**src/rtl/mcu_irq_arbiter.sv**
```systemverilog
`default_nettype none
// ============================================================================
// mcu_irq_arbiter : edge-captured interrupt sources, round-robin grant over MCU byte link
// Revision 1.0
// ============================================================================
module mcu_irq_arbiter #(
  parameter int         NSRC     = 4,
  parameter logic [7:0] CMD_IRQ  = 8'h05,
  parameter logic [7:0] CMD_MASK = 8'h06
) (
  input  logic            clk,
  input  logic            reset_n,
  input  logic            data_in_strobe,
  input  logic            data_in_start,
  input  logic [7:0]      data_in,
  output logic [7:0]      data_out,
  input  logic [NSRC-1:0] src_irq,
  output logic [NSRC-1:0] src_iack,
  output logic            mcu_irq
);

  typedef enum logic [1:0] {
    ST_IDLE = 2'd0,
    ST_IRQ  = 2'd1,
    ST_MASK = 2'd2
  } state_t;

  state_t          state_q;
  logic [3:0]      idx_q;
  logic [NSRC-1:0] src_q;
  logic [NSRC-1:0] pending_q;
  logic [NSRC-1:0] pending_d;
  logic [NSRC-1:0] mask_q;
  logic [2:0]      last_grant_q;
  logic [2:0]      gnt_id_q;
  logic            gnt_v_q;
  logic [7:0]      data_out_q;
  logic [NSRC-1:0] src_iack_q;
  logic            mcu_irq_q;

  logic [NSRC-1:0] rise;
  logic [NSRC-1:0] cand;
  logic [NSRC-1:0] clr;
  logic [2:0]      winner;
  logic            found;
  logic            ack_now;

  assign rise = src_irq & ~src_q;
  assign cand = pending_q & mask_q;

  // Sources above the last grant take priority; otherwise the lowest index wins.
  always_comb begin
    winner = 3'd0;
    found  = 1'b0;
    for (int i = 0; i < NSRC; i++) begin
      if (!found && cand[i] && (3'(i) > last_grant_q)) begin
        winner = 3'(i);
        found  = 1'b1;
      end
    end
    for (int i = 0; i < NSRC; i++) begin
      if (!found && cand[i]) begin
        winner = 3'(i);
        found  = 1'b1;
      end
    end
  end

  assign ack_now = data_in_strobe && !data_in_start && (state_q == ST_IRQ) &&
                   (idx_q == 4'd0) && gnt_v_q;

  always_comb begin
    clr = '0;
    for (int i = 0; i < NSRC; i++) begin
      clr[i] = ack_now && (gnt_id_q == 3'(i));
    end
  end

  // A rise in the same cycle as the ack keeps the bit set.
  assign pending_d = (pending_q & ~clr) | rise;

  always_ff @(posedge clk or negedge reset_n) begin
    if (!reset_n) begin
      state_q      <= ST_IDLE;
      idx_q        <= 4'd0;
      src_q        <= '0;
      pending_q    <= '0;
      mask_q       <= '1;
      last_grant_q <= 3'(NSRC - 1);
      gnt_id_q     <= 3'd0;
      gnt_v_q      <= 1'b0;
      data_out_q   <= 8'h00;
      src_iack_q   <= '0;
      mcu_irq_q    <= 1'b0;
    end else begin
      src_q      <= src_irq;
      pending_q  <= pending_d;
      mcu_irq_q  <= |cand;
      src_iack_q <= clr;
      if (data_in_strobe) begin
        if (data_in_start) begin
          idx_q <= 4'd0;
          if (data_in == CMD_IRQ) begin
            state_q    <= ST_IRQ;
            gnt_id_q   <= winner;
            gnt_v_q    <= |cand;
            data_out_q <= {|cand, 4'b0000, winner};
          end else if (data_in == CMD_MASK) begin
            state_q <= ST_MASK;
          end else begin
            state_q <= ST_IDLE;
          end
        end else begin
          if (idx_q != 4'hF) idx_q <= idx_q + 4'd1;
          case (state_q)
            ST_IRQ: begin
              if (idx_q == 4'd0) begin
                if (gnt_v_q) last_grant_q <= gnt_id_q;
                data_out_q <= 8'(pending_q);
              end else begin
                data_out_q <= 8'h00;
              end
            end
            ST_MASK: begin
              if (idx_q == 4'd0) begin
                mask_q     <= data_in[NSRC-1:0];
                data_out_q <= 8'(mask_q);
              end
            end
            default: ;
          endcase
        end
      end
    end
  end

  assign data_out = data_out_q;
  assign src_iack = src_iack_q;
  assign mcu_irq  = mcu_irq_q;

endmodule
`default_nettype wire

```
**config.mk**
```make
export PLATFORM = sky130hd
export DESIGN_NAME = mcu_irq_arbiter
export DESIGN_NICKNAME = d
export VERILOG_FILES = /design/src/rtl/mcu_irq_arbiter.sv
export SDC_FILE = /design/constraint.sdc
export NUM_CORES = 1
export LEC_CHECK = 0
export ABC_CLOCK_PERIOD_IN_PS = 1900
export BUFFER_PORTS_ARGS = -buffer_cell sky130_fd_sc_hd__buf_2
export CORE_ASPECT_RATIO = 0.8
export CORE_UTILIZATION = 49
export DETAILED_ROUTE_END_ITERATION = 8
export MAX_ROUTING_LAYER = met4
export PLACE_DENSITY = 0.75
export SETUP_SLACK_MARGIN = 0.15
export SLEW_MARGIN = 20
export SYNTH_ARGS = -nofsm -noshare
export SYNTH_HDL_FRONTEND = slang
export SYNTH_SLANG_ARGS = --single-unit
```
**constraint.sdc**
```tcl
create_clock -name clk -period 1.9 [get_ports clk]
set_input_delay 0.38 -clock clk [delete_from_list [all_inputs] [get_ports clk]]
set_output_delay 0.38 -clock clk [all_outputs]
set_load 0.01 [all_outputs]
```
==> reports/metrics.cfg <==
[sta]
hold_viol = 0
fin_skew_ps = 2.70
relSlewSlack = 0.534
worst_pin_slew_ps = 699
rsz0062_at_grt = true
setup_viol = 0
min_period_ps = 1820
slew_viol_final = 0
period_share = 0.958
fmax_mhz = 550

[yosys]
syn_area_um2 = 1570
synthTopCellsByCount = dfrtp_1 (27), inv_1 (17), nand2_1 (17), nand3_1 (10), o21ai_0 (9)
synth.most_common_cell = dfrtp_1
yosys-top-cells-area = dfrtp_1 (43%), dfstp_2 (10%), mux2_2 (4.3%)
async_flop_share = 1.00
synthFlopType = dfrtp_1
yosysTopAreaCell = dfrtp_1
syn_avg_cell_area_um2 = 10.5
synthCells = 150
yosysTopAreaCellShare = 0.431
postSynthRegisterBits = 33
yosysSeqAreaShare = 0.532
synth_edf_count = 0
synth.distinct_cells = 37
yosys_warnings = 0

[power_and_ir_drop]
p_total_uw = 1430
p_leak_uw = 0.000933
vdd_drop_max_uv = 483
power.density_nw_per_um2 = 753

[floorplan]
ios = 29
die_h_um = 52.6
core_um2 = 2890
start_util = 0.542
row_count = 17
fp.dieArea_um2 = 3430
die_x_um = 65.2

[worst_setup_path]
critPathCaptureType = register
cp_data_required_time_ps = 2060
crit_arrival_ps = 1980
max_stage_delay_ps = 580
slowest_stage = or4b_4
cp_top_family = simple AND/OR/NAND/NOR gates
startpoint_type = input port
path_cells = buf_6 > or4b_4 > or4b_4 > nand3_4 > mux2_4
crit_path_max_fanout = 5
critPathKind = input port to register
path_buf_inv = 1
crit_top_cell = or4b_4

[placement]
place_inst = 217
place_congestion = 0.952
portBuffers = 25
hpwl_um = 2310

[grt]
antenna_found_initial = 0
grt_overflow = 0
grt_pass1_vias = 1189
grt_usage = 0.225
grt_pass1_wl_um = 5380
grt_max_degree = 34

[hold_path]
hold_class = input port to asynchronous set/reset pin

[final_layout]
drive_above_1_share = 0.342
syn2layout_area_growth_pct = 20.8
fillerInstances = 270
fin_cells = 225
antenna_cells = 0
final_nets = 204

[route]
drc = 0
dr.max_layer_used = met4
route.met2.wl_um = 1350
dr.first_iter.drc_count = 72
via_per_inst = 5.63
dr.pass1.iters = 4
met1_length_um = 1450
met3_length_um = 244
final_antenna_net_count = 0
wl_um = 3100
wire_per_inst_um = 13.8
num_vias = 1266

[clock_network]
cts.clk_slew.worst_paths_ps = 60
cts_buffers = 5
ctsHtreeMaxLevel = 2
numClockSinks = 33
cts_buffer_depth = 2
cts_hold_buffers = 0
clk_latency_ps = 280
clk_root_buffer_cell = clkbuf_8
cts_tree = built

[outcome]
status = finished, final reports clean

[job]
max-cap-violations = 0

-- area by class of cell --
cell class	instances	area [um^2]	share of cell area
multi-input combinational	96	674	0.356
sequential	33	833	0.440
tap	38	47.5	0.0251
clock inverter	2	10.0	0.00529
timing repair buffer	33	191	0.101
clock buffer	6	72.6	0.0383
inverter	17	63.8	0.0337
-- what timing repair did --
| item | 4_1_cts | 5_1_grt |
|---|---|---|
| pin swaps | 2 | 1 |
| gates resized for setup | 2 | 4 |
| setup endpoints to repair | 6 | 10 |
| setup buffers | 0 | 0 |
-- layer usage --
| metal | GRT usage | vias to the layer above |
|---|---|---|
| met5 | - | - |
| met4 | 0.105 | 0 |
| met3 | 0.0587 | 11 |
| met2 | 0.318 | 58 |
| met1 | 0.302 | 593 |
| li1 | - | 604 |
-- registers in the layout (all words and copies together), names as in the netlist --
register and count:
data_out 5, gnt_id_q 2, gnt_v_q 1, idx_q 4, last_grant_q 2, mask_q 4
mcu_irq 1, pending_q 4, src_iack 4, src_q 4, state_q 2
-- stage by stage --
stage	setup TNS, ps	hold WS, ps	utilization	worst slack [ps]	area [um^2]
floorplan	-341	84.4	-	-93.5	1600
global placement	-1280	402	0.614	-222	1780
detailed placement	-1460	411	0.614	-238	1780
CTS	0	165	0.647	86.0	1870
global route	0	213	0.654	73.8	1890
finish	0	146	0.654	80.5	1890
-- cells by family after synthesis --
| logic type | share of synthesized area |
|---|---|
| buffers and inverters | 0.0766 |
| adders and majority gates | 0.0160 |
| other | 0.00239 |
| and+or+nand+nor | 0.180 |
| muxes | 0.0431 |
| AOI/OAI and AO/OA | 0.150 |
| DFF | 0.532 |
-- power breakdown --
group | leakage (uW) | internal [uW] | switching, uW | total [uW]
combinational | 0.000497 | 86.3 | 97.7 | 184
clock | 0.0000450 | 253 | 228 | 481
sequential | 0.000392 | 735 | 25.5 | 760
total | 0.000933 | 1070 | 351 | 1430
-- final timing paths --
kind	cells past startpoint	from	to	slack, ps
worst max-delay path	5	data_in[7]	data_out[3]	80
worst min-delay path	1	reset_n	src_q[0]	150
worst max register to register	6	idx_q[0]	data_out[3]	220
worst min register to register	1	src_q[3]	pending_q[3]	420
max in group asynchronous	1	reset_n	idx_q[3]	1300
min in group clk	1	src_irq[0]	src_q[0]	220
-- cell usage in the layout (no fill, tap or decap), types with 3 or more instances in the layout --
cell and n:
dfrtp_1 27, clkbuf_8 5, inv_1 17, conb_1 3
nand3_1 9, nand2_1 17, buf_4 8, dfstp_2 6
o22ai_1 4, nand4_1 5, o21ai_0 8, mux2_2 4
a21oi_1 7, buf_2 24
-- worst reg2reg max path, cell delays in order (launching register included) --
cell and delay (ps):
dfrtp_1 410, inv_1 80, ha_1 140, nor3b_4 260, nand4_2 220, nand3_4 160
mux2_4 300
Power figures use the tool's default switching activity.
